===== src/rtl/param_mod_counter.sv =====
// Parametrised modulo counter: up/down, synchronous load/clear, registered tc pulse
// and a saturating wrap-event counter. Define PARAM_MOD_COUNTER_SAT_EN to saturate at the bounds.
module param_mod_counter #(
  parameter int WIDTH  = 4,
  parameter int WRAP_W = 8
) (
  input  logic              clk,
  input  logic              reset,
  input  logic              clr,
  input  logic              load,
  input  logic [WIDTH-1:0]  load_val,
  input  logic              en,
  input  logic              up,
  input  logic [WIDTH-1:0]  mod_max,
  output logic [WIDTH-1:0]  q,
  output logic              tc,
  output logic [WRAP_W-1:0] wrap_cnt
);

  localparam logic [WRAP_W-1:0] WRAP_SAT = {WRAP_W{1'b1}};

  logic [WIDTH-1:0] q_nxt;
  logic             tc_nxt;

  always_comb begin
    q_nxt  = q;
    tc_nxt = 1'b0;
    if (clr) begin
      q_nxt = '0;
    end else if (load) begin
      q_nxt = (load_val > mod_max) ? mod_max : load_val;
    end else if (en) begin
      if (up) begin
        // >= also pulls a count stranded above a lowered mod_max back into range
        if (q >= mod_max) begin
`ifdef PARAM_MOD_COUNTER_SAT_EN
          q_nxt = mod_max;
`else
          q_nxt = '0;
`endif
          tc_nxt = 1'b1;
        end else begin
          q_nxt = q + 1'b1;
        end
      end else begin
        if (q == '0) begin
`ifdef PARAM_MOD_COUNTER_SAT_EN
          q_nxt = '0;
`else
          q_nxt = mod_max;
`endif
          tc_nxt = 1'b1;
        end else if (q > mod_max) begin
          q_nxt = mod_max;
        end else begin
          q_nxt = q - 1'b1;
        end
      end
    end
  end

  always_ff @(posedge clk or posedge reset) begin
    if (reset) begin
      q        <= '0;
      tc       <= 1'b0;
      wrap_cnt <= '0;
    end else begin
      q  <= q_nxt;
      tc <= tc_nxt;
      if (clr)
        wrap_cnt <= '0;
      else if (tc_nxt && (wrap_cnt != WRAP_SAT))
        wrap_cnt <= wrap_cnt + 1'b1;
    end
  end

endmodule


===== config.mk =====
export PLATFORM = sky130hd
export DESIGN_NAME = param_mod_counter
export DESIGN_NICKNAME = d
export VERILOG_FILES = /design/src/rtl/param_mod_counter.sv
export SDC_FILE = /design/constraint.sdc
export NUM_CORES = 1
export LEC_CHECK = 0
export CAP_MARGIN = 20
export CORE_ASPECT_RATIO = 1.25
export CORE_UTILIZATION = 55
export CTS_BUF_LIST = sky130_fd_sc_hd__clkbuf_2
export DETAILED_ROUTE_END_ITERATION = 10
export PLACE_DENSITY = 0.95
export SYNTH_ARGS = -nofsm -noshare
export SYNTH_HDL_FRONTEND = slang
export SYNTH_SLANG_ARGS = --single-unit

===== constraint.sdc =====
create_clock -name clk -period 4.2 [get_ports clk]
set_input_delay 0.63 -clock clk [delete_from_list [all_inputs] [get_ports clk]]
set_output_delay 0.63 -clock clk [all_outputs]
set_load 0.01 [all_outputs]

# Word level (Yosys, flattened, before mapping)
# Cells that the tools add are included.
totals:
  output_inout_bits: 13
  register_bits: 13
  word_cells: 30
  in_bits: 14
op_classes:
  magnitude_cmp: 3
  reduce_logical: 4
  eq_ne: 1
  add_sub_neg: 3
  n_mux: 16
ops:
  columns: ["operator", "count"]
  rows:
  - ["4-bit 2-to-1 mux", 8]
  - ["8-bit 2-to-1 mux", 2]
  - ["8-bit by 1-bit adder with 8-bit output, second input constant", 1]
  - ["4-bit > comparator", 2]
  - ["8-bit != test, second input constant", 1]
  - ["1-bit 2-to-1 mux", 6]
  - ["4-bit by 1-bit adder with 4-bit output, second input constant", 1]
  - ["4-bit greater-or-equal comparator", 1]
  - ["4-bit logical NOT", 1]
  - ["4-bit by 1-bit subtractor with 4-bit output, second input constant", 1]
  - ["3-bit nonzero test", 1]
  - ["2-bit nonzero test", 1]
  - ["1-bit logical AND", 1]

# Depth between registers and ports, before layout
# Gate-level depths: netlist of the first run.
logic_depth:
  word_depth: 9
  mapped_depth: 8
  ltp_nobuf: 7

# Worst setup path after synthesis of the first run
# OpenSTA, ideal clock, no wires.
synth_timing:
  path_kind: "input -> register"
  start: "in mod_max[3]"
  end: "reg q[3]"
  setup_ns: 0.120
  t_arrival_ns: 2.173
  t_required_ns: 4.080
  slack_ns: 1.906
  n_path_buf: 0
  path_stages: 7
  path_cell_list: "inv_1 ha_1 a21o_1 or2_0 o22a_2 a311o_2 o211a_1"
synth_via:
  elab_chain_len: 7
  word_cells_on_any_way: 11
  classes_between: "3 x order compare; 8 x mux"
synth_lines:
  columns: ["element", "line_no", "text"]
  rows:
  - ["start, declared", "14", "input logic [WIDTH-1:0] mod_max,"]
  - ["4-bit > comparator", "53", "end else if (q > mod_max) begin"]
  - ["4-bit 2-to-1 mux", "53", null]
  - ["4-bit 2-to-1 mux", "46", "if (q == '0) begin"]
  - ["4-bit 2-to-1 mux", "33", "if (up) begin"]
  - ["4-bit 2-to-1 mux", "32", "end else if (en) begin"]
  - ["4-bit 2-to-1 mux *", "30", "end else if (load) begin"]
  - ["4-bit 2-to-1 mux *", "28", "if (clr) begin"]
  - ["end signal, assigned", "68", "q <= q_nxt;"]
  - ["end, declared", "15", "output logic [WIDTH-1:0] q,"]
# Mark *: on every way between the ends. The rest lies on a longest branch, timed or not. The select of a mux whose other input is x is not followed.
# A chain may end at the register's enable or synchronous reset.

# Final worst setup path of the first run
layout_timing:
  start: "in mod_max[3]"
  end: "reg wrap_cnt[7]"
layout_via:
  elab_chain_len: 8
layout_lines:
  columns: ["element", "line_no", "text"]
  rows:
  - ["4-bit greater-or-equal comparator", "35", "if (q >= mod_max) begin"]
  - ["1-bit 2-to-1 mux", "35", null]
  - ["1-bit 2-to-1 mux", "33", null]
  - ["1-bit 2-to-1 mux", "32", null]
  - ["1-bit 2-to-1 mux", "30", null]
  - ["1-bit 2-to-1 mux", "28", null]
  - ["via tc_nxt", "23", "logic tc_nxt;"]
  - ["1-bit logical AND", "72", "else if (tc_nxt && (wrap_cnt != WRAP_SAT))"]
  - ["2-bit nonzero test (no line)", null, null]
  - ["end signal, assigned", "73", "wrap_cnt <= wrap_cnt + 1'b1;"]
  - ["end, declared", "17", "output logic [WRAP_W-1:0] wrap_cnt"]
# The timed path passes the listed nets, and every way through them passes these cells.

==> flow_summary.yaml, run 1 <==
power:
  power_density_mw_per_mm2: 253
  p_leak_uw: 0.000651
  swShare_pct: 38.2
  vdd_drop_max_v: 0.000175
  p_sw_uw: 144
  combPwrFrac_pct: 42.3
  internal_power_uw: 232
  power_frac_seq_pct: 39.7
  clkPwrFrac_pct: 18.0
grt:
  grt_usage_pct: 30.0
  antenna_found_initial: 0
  grt_first_pass_wirelength_um: 5270
  grt-ovfl-total: 0
  grt_max_degree: 15
  grt_pass1_vias: 1198
routing:
  wl_um: 3140
  vias: 1256
  drc_errors: 1
  antenna_left: 0
  firstDrtPassIters: 7
  wl_per_cell_um: 17.1
  viasPerCell: 6.83
  drt_first_iter_violations: 28
yosys:
  synth_edf_count: 0
  ys_seq_area_share_pct: 27.1
  synth_commonest_cells: "13 x dfrtp_1, 12 x ha_1, 11 x inv_1, 11 x nor2_1, 10 x nor3_1"
  syn-cell-area_mm2: 0.00120
  synth_area_leaders: "dfrtp_1 27%, ha_1 13%, nor3_1 4.2%"
  ys.flop_type: "dfrtp_1"
  yosys.area.top_type: "dfrtp_1"
  ys_types: 46
  syn_nets: 165
  synth_warnings: 0
  syn_inst: 139
  async_flop_share_pct: 100
  synth_top_area_share_pct: 27.1
  ys_ff_latch: 13
  avgSynthCellArea_um2: 8.64
  synth.most_common_cell: "dfrtp_1"
floorplan:
  ios: 27
  die_area_mm2: 0.00238
  start_util_pct: 59.3
  die_w_um: 43.8
  core_mm2: 0.00203
  die_h_um: 54.3
  fp-row-count: 18
layout:
  syn2layout_area_growth_pct: 23.5
  fillers: 161
  drive_gt1_share_pct: 6.71
  final_util_pct: 73.2
  final_nets: 191
  num_antenna_cells: 0
  finalNonFillerCells: 184
clock_tree:
  cts_tree: "yes"
  clkTransAtPathRegs_ns: 0.13
  numCtsBuffers: 3
  root_buffer: "clkbuf_2"
  cts-resized-gates: 0
  clkLatencyLatePin_ns: 0.27
  post_cts_buffers: 0
  cts_max_level: 1
  cts.hold.buffers_added: 0
  clock_sinks: 13
  clockBufferDepth: 2
sta:
  drv_slew: 0
  rsz0062_at_grt: "false"
  worst_clock_skew_ns: 0.00213
  tns_ns: 0
  relSlewSlack_pct: 55.7
  report.final.setup_viol: 0
  fin_hold_ws_ns: 0.543
  max_freq_ghz: 0.355
  final_hold_viol_count: 0
  post-route-min-period_ns: 2.82
  setup_slack_ns: 1.38
  finalCritPeriodShare_pct: 67.2
  tightest_slew_ns: 0.662
worst_setup_path:
  critPathRequiredTime_ns: 4.38
  crit_top_cell: "nor2_1"
  critical-path-max-stage-delay_ns: 0.57
  cp_cell_sequence: "clkdlybuf4s50_1 -> inv_1 -> ha_1 -> nand4_1 -> nand4b_1 -> nor2_1 -> nor2_1 -> a311oi_1"
  r2r_slack_ns: 1.75
  cpMaxStageDelayCell: "nor2_1"
  worstSetupStartpointType: "input pin"
  crit_type: "input pin to flip-flop"
  cp_max_fo: 12
  crit_arrival_ns: 3.00
  crit_path_end_kind: "flip-flop"
run:
  maxCapViolCount: 0
hold_path:
  hp-class: "flip-flop to flip-flop"
place:
  port_buffers: 26
  dp_cells: 180
  hpwl_um: 2430
  place_ws_ns: 1.13
  gp_congestion: 0.971
status:
  outcome: "finished, violations left"
  violations: "design-rule violations"
-- area by class of cell --
class	instances	area, µm²	area share [%]
Inverter	11	41.3	2.78
Sequential cell	13	325	21.9
Timing Repair Buffer	26	260	17.5
Multi-Input combinational cell	110	812	54.7
Tap cell	20	25.0	1.69
Clock buffer	4	20.0	1.35
-- layout by cell type (no fill, tap or decap), types with 2 or more instances in the layout --
cell type,count
clkdlybuf4s50_1,26
dfrtp_1,13
ha_1,12
inv_1,11
nor2_1,11
nor3_1,10
nand2_1,8
nor2b_1,5
nand3_1,5
nand4_1,4
mux2i_1,4
o311ai_0,4
clkbuf_2,4
xor2_1,3
a21o_1,2
o211a_1,2
nand4b_1,2
o211ai_1,2
a21oi_1,2
and4_1,2
a31oi_1,2
a311oi_1,2
o21ai_0,2
a32oi_1,2
nand3b_1,2
o41ai_1,2
-- worst paths after layout --
check | start | endpoint | cells past startpoint
worst max-delay path | mod_max[3] | wrap_cnt[7]$_DFFE_PP0P_ | 8
worst min-delay path | wrap_cnt[5]$_DFFE_PP0P_ | wrap_cnt[5]$_DFFE_PP0P_ | 1
worst max register to register | q[0]$_DFFE_PP0P_ | wrap_cnt[7]$_DFFE_PP0P_ | 7
worst min register to register | wrap_cnt[5]$_DFFE_PP0P_ | wrap_cnt[5]$_DFFE_PP0P_ | 1
max in group asynchronous | reset | q[2]$_DFFE_PP0P_ | 2
min in group asynchronous | reset | q[1]$_DFFE_PP0P_ | 2
-- registers in the layout, indices dropped and copies added (netlist names) --
| register | flops |
|---|---|
| wrap_cnt | 8 |
| q | 4 |
| tc | 1 |
-- power by group through the flow --
stage	registers (µW)	clock network, µW	logic [µW]
2_1_floorplan	148	0	105
3_3_place_gp	151	0	151
3_5_place_dp	151	0	157
4_1_cts	149	68.4	158
5_1_grt	150	73.7	176
6_report	149	67.7	159
-- logic make-up (layout without fill, tap and decap cells) --
group	after synthesis	after routing	synth area share, %
AND/OR/NAND/NOR	57	57	25.8
flip-flops	13	13	27.1
AO/OA/AOI/OAI	32	32	22.1
multiplexers	5	5	4.27
buffers and inverters	16	41	5.31
XOR/XNOR	4	4	2.92
adder cells (fa/ha/maj)	12	12	12.5
-- metal layers --
layer	share of wire (%)	vias up	GRT usage, %
li1	-	581	-
met1	39	591	32.8
met2	51	72	55.0
met3	5.7	12	3.30
met4	3.9	0	18.8
met5	0	-	0
-- stage by stage --
step | cell area [µm²] | total power, µW
final | 1480 | 376
after detailed placement | 1460 | 308
after global placement | 1460 | 302
after global routing | 1480 | 400
after floorplan | 1200 | 252
after CTS | 1480 | 375
-- worst max-delay path: cells and delay by family --
family / cells / cell delay, ns
and+or+nand+nor: 4 / 1.12
buffers and inverters: 2 / 0.61
adders and majority gates: 1 / 0.35
AOI/OAI and AO/OA: 1 / 0.29
Power figures use the tool's default switching activity.
==> run 2, diff against run 1 <==
Settings changed: CORE_UTILIZATION 55 to 52, PLACE_DENSITY 0.95 to 0.93.
Clock period 4.2 ns to 2.92 ns, I/O delays scaled along.
==> flow_summary.yaml, run 2 (same netlist as run 1, synthesis figures left out) <==
status:
  outcome: "complete, no violations"
floorplan:
  die_w_um: 45.0
  start_util_pct: 54.9
  ios: 27
  die_area_mm2: 0.00251
  core_mm2: 0.00219
  die_h_um: 55.7
  fp-row-count: 19
sta:
  drv_slew: 0
  report.final.setup_viol: 0
  rsz0062_at_grt: "false"
  relSlewSlack_pct: 65.8
  fin_hold_ws_ns: 0.471
  tns_ns: 0
  final_hold_viol_count: 0
  setup_slack_ns: 0.429
  max_freq_ghz: 0.401
  finalCritPeriodShare_pct: 85.3
  post-route-min-period_ns: 2.49
  tightest_slew_ns: 0.512
  worst_clock_skew_ns: 0.00349
power:
  power_uw: 553
  p_leak_uw: 0.000666
  vdd_drop_max_v: 0.000293
  power_density_mw_per_mm2: 363
place:
  hpwl_um: 2440
  dp_cells: 194
  place_ws_ns: 0.164
  gp_congestion: 0.944
  port_buffers: 26
routing:
  drt_first_iter_violations: 29
  drc_errors: 0
  wl_per_cell_um: 15.9
  firstDrtPassIters: 5
  wl_um: 3150
  vias: 1245
  antenna_left: 0
  viasPerCell: 6.29
layout:
  most-common-layout-cells: "26 x clkdlybuf4s50_1, 13 x dfrtp_1, 12 x ha_1"
  largest-register: "wrap_cnt"
  layout_commonest_cell: "clkdlybuf4s50_1"
  num_antenna_cells: 0
  fillers: 187
  reg_top3: "wrap_cnt (8), q (4), tc (1)"
  largest_register_ffs: 8
  multi_input_area_um2: 812
  drive_gt1_share_pct: 8.38
  area.sequential_um2: 325
  final_nets: 194
  syn2layout_area_growth_pct: 26.6
  finalNonFillerCells: 198
hold_path:
  hp-class: "input pin to async pin"
clock_tree:
  clkLatencyLatePin_ns: 0.27
  root_buffer: "clkbuf_2"
  clockBufferDepth: 2
  cts-resized-gates: 0
  cts_tree: "yes"
  post_cts_buffers: 0
  numCtsBuffers: 3
  clkTransAtPathRegs_ns: 0.14
  cts.hold.buffers_added: 0
  cts_max_level: 1
  clock_sinks: 13
worst_setup_path:
  worstSetupStartpointType: "input pin"
  cp_num_buf_inv: 2
  r2r_slack_ns: 0.62
  cp_max_fo: 6
  timing.rr.end: "q[2]$_DFFE_PP0P_"
  r2r_cells: 6
  crit_path_end_kind: "flip-flop"
  critical-path-max-stage-delay_ns: 0.50
  crit_end: "q[2]$_DFFE_PP0P_"
  crit_type: "input pin to flip-flop"
  cp-startpoint: "mod_max[3]"
  cp.depth: 8
  rr_startpoint: "q[3]$_DFFE_PP0P_"
  critPathRequiredTime_ns: 3.11
  crit_arrival_ns: 2.68
  cp_cell_sequence: "clkdlybuf4s50_1 -> inv_1 -> ha_1 -> a21o_1 -> or2_0 -> o22a_2 -> a221o_1 -> a221oi_2"
  cp_top_family: "compound AO/OA/AOI/OAI gates"
  cpMaxStageDelayCell: "clkdlybuf4s50_1"
grt:
  grt-ovfl-total: 0
  grt_max_degree: 14
  antenna_found_initial: 0
  grt_usage_pct: 28.6
  grt_pass1_vias: 1256
  grt_first_pass_wirelength_um: 5380
run:
  maxCapViolCount: 0
[run 2: cell types whose count changed in the layout (fill, tap and decap cells not counted), sizes merged]
| cell | change |
|---|---|
| buf | +3 |
[run 2: worst min-delay path by stage]
stage / start / slack (ns) / depth (start not counted) / to
floorplan: reset / 0.31 / 1 / q[0]$_DFFE_PP0P_
global placement: wrap_cnt[5]$_DFFE_PP0P_ / 0.51 / 1 / wrap_cnt[5]$_DFFE_PP0P_
detailed placement: wrap_cnt[5]$_DFFE_PP0P_ / 0.55 / 1 / wrap_cnt[5]$_DFFE_PP0P_
CTS: reset / 0.49 / 2 / q[1]$_DFFE_PP0P_
global route: reset / 0.50 / 2 / q[1]$_DFFE_PP0P_
finish: reset / 0.47 / 2 / q[1]$_DFFE_PP0P_
[run 2: routing by layer]
layer / vias to the layer above / global-route usage [%] / part of all wire, %
li1: 588 / - / -
met1: 567 / 32.5 / 39
met2: 68 / 47.2 / 49
met3: 22 / 4.22 / 5.6
met4: 0 / 19.0 / 6.1
met5: - / 0 / 0
[run 2: where the power goes]
part | leakage (µW) | total [µW] | internal, µW | switching [µW]
clock network | 0.0000166 | 98.6 | 36.3 | 62.3
registers | 0.000177 | 214 | 190 | 23.8
logic | 0.000472 | 240 | 115 | 125
[run 2: worst register-to-register path: stages (launching register included)]
cell and delay, ns:
dfrtp_1 0.51, ha_1 0.39, a21o_1 0.20, or2_0 0.22, o22a_2 0.25, a221o_1 0.38
a221oi_2 0.26
[run 2: area by class of cell]
cell class / instances / share of cell area (%)
Tap cell: 31 / 2.55
Inverter: 11 / 2.72
Sequential cell: 13 / 21.4
Multi-Input combinational cell: 110 / 53.4
Clock buffer: 4 / 1.32
Timing Repair Buffer: 29 / 18.6
[run 2: stage by stage]
stage	util, %	instance area, µm²
after floorplan	-	1200
after global placement	68.6	1500
after detailed placement	68.6	1500
after CTS	69.5	1520
after global routing	69.5	1520
final	69.5	1520
==> run 3, diff against run 2 <==
Settings changed: CTS_BUF_LIST sky130_fd_sc_hd__clkbuf_2 to sky130_fd_sc_hd__clkbuf_4.
==> flow_summary.yaml, run 3 (same netlist as run 1, synthesis figures left out) <==
status:
  outcome: "complete, no violations"
layout:
  syn2layout_area_growth_pct: 27.4
  largest-register: "wrap_cnt"
  num_antenna_cells: 0
  layout_commonest_cell: "clkdlybuf4s50_1"
  most-common-layout-cells: "26 x clkdlybuf4s50_1, 13 x dfrtp_1, 12 x ha_1"
  final_nets: 194
  drive_gt1_share_pct: 8.38
  largest_register_ffs: 8
  reg_top3: "wrap_cnt (8), q (4), tc (1)"
sta:
  drv_slew: 0
  post-route-min-period_ns: 2.46
  rsz0062_at_grt: "false"
  final_hold_viol_count: 0
  setup_slack_ns: 0.463
  tightest_slew_ns: 0.500
  tns_ns: 0
  report.final.setup_viol: 0
  relSlewSlack_pct: 66.6
  worst_clock_skew_ns: 0.00173
  finalCritPeriodShare_pct: 84.1
  max_freq_ghz: 0.407
power:
  vdd_drop_max_v: 0.000231
  power_density_mw_per_mm2: 380
  p_leak_uw: 0.000668
worst_setup_path:
  crit_path_end_kind: "flip-flop"
  critPathRequiredTime_ns: 3.12
  crit_arrival_ns: 2.66
  crit_type: "input pin to flip-flop"
  worstSetupStartpointType: "input pin"
  cp_max_fo: 6
floorplan:
  die_h_um: 55.7
  die_w_um: 45.0
  core_mm2: 0.00219
  ios: 27
  die_area_mm2: 0.00251
  fp-row-count: 19
  start_util_pct: 54.9
grt:
  grt_max_degree: 14
  grt_pass1_vias: 1238
  grt_usage_pct: 28.6
  antenna_found_initial: 0
  grt_first_pass_wirelength_um: 5360
  grt-ovfl-total: 0
routing:
  vias: 1256
  viasPerCell: 6.34
  drt_first_iter_violations: 33
  antenna_left: 0
  wl_per_cell_um: 16.1
  firstDrtPassIters: 4
  drc_errors: 0
  wl_um: 3180
place:
  hpwl_um: 2440
  port_buffers: 26
  gp_congestion: 0.944
  place_ws_ns: 0.164
clock_tree:
  numCtsBuffers: 3
  cts_max_level: 1
  clock_sinks: 13
  clockBufferDepth: 2
  root_buffer: "clkbuf_4"
  cts_tree: "yes"
  post_cts_buffers: 0
  cts.hold.buffers_added: 0
  clkLatencyLatePin_ns: 0.28
  cts-resized-gates: 0
  clkTransAtPathRegs_ns: 0.08
hold_path:
  hp-class: "input pin to async pin"
run:
  maxCapViolCount: 0
[run 3: cell counts in the layout (fill, tap and decap cells not counted)]
No cell type changed its count.
[run 3: stage by stage]
stage	area [µm²]	total power (µW)	hold slack, ns	utilization [%]	instances
final	1530	581	0.466	70.0	198
after detailed placement	1500	452	0.551	68.6	194
after global routing	1530	615	0.528	70.0	198
after global placement	1500	440	0.506	68.6	194
after floorplan	1200	363	0.315	-	139
after CTS	1530	577	0.493	70.0	198
[run 3: power by group]
part | switching [µW] | total (µW) | internal [µW]
combinational | 125 | 240 | 115
clock | 65.5 | 128 | 62.4
sequential | 23.9 | 214 | 190
[run 3: cell type report]
cell class,count,area [µm²]
clock buffer,4,30.0
fill,186,657
inverter,11,41.3
multi-input combinational,110,812
sequential,13,325
tap,31,38.8
timing repair buffer,29,283
[run 3: final timing paths]
path,from,to,slack [ns],depth (start not counted)
setup / recovery,mod_max[3],q[2]$_DFFE_PP0P_,0.46,8
hold / removal,reset,q[1]$_DFFE_PP0P_,0.47,2
setup reg to reg,q[3]$_DFFE_PP0P_,q[2]$_DFFE_PP0P_,0.67,6
hold reg to reg,wrap_cnt[5]$_DFFE_PP0P_,wrap_cnt[5]$_DFFE_PP0P_,0.56,1
max in group asynchronous,reset,wrap_cnt[5]$_DFFE_PP0P_,2.12,2
min in group clk,wrap_cnt[5]$_DFFE_PP0P_,wrap_cnt[5]$_DFFE_PP0P_,0.56,1
[run 3: routing by layer]
metal	track usage, %	vias up	wire length (µm)
met4	16.0	0	132
met5	0	-	0
li1	-	590	-
met3	2.60	13	126
met2	49.3	53	1660
met1	32.9	600	1260
[run 3: worst max-delay path: stages]
cell and delay (ns):
clkdlybuf4s50_1 0.50, inv_1 0.08, ha_1 0.35, a21o_1 0.19
or2_0 0.21, o22a_2 0.25, a221o_1 0.38, a221oi_2 0.26
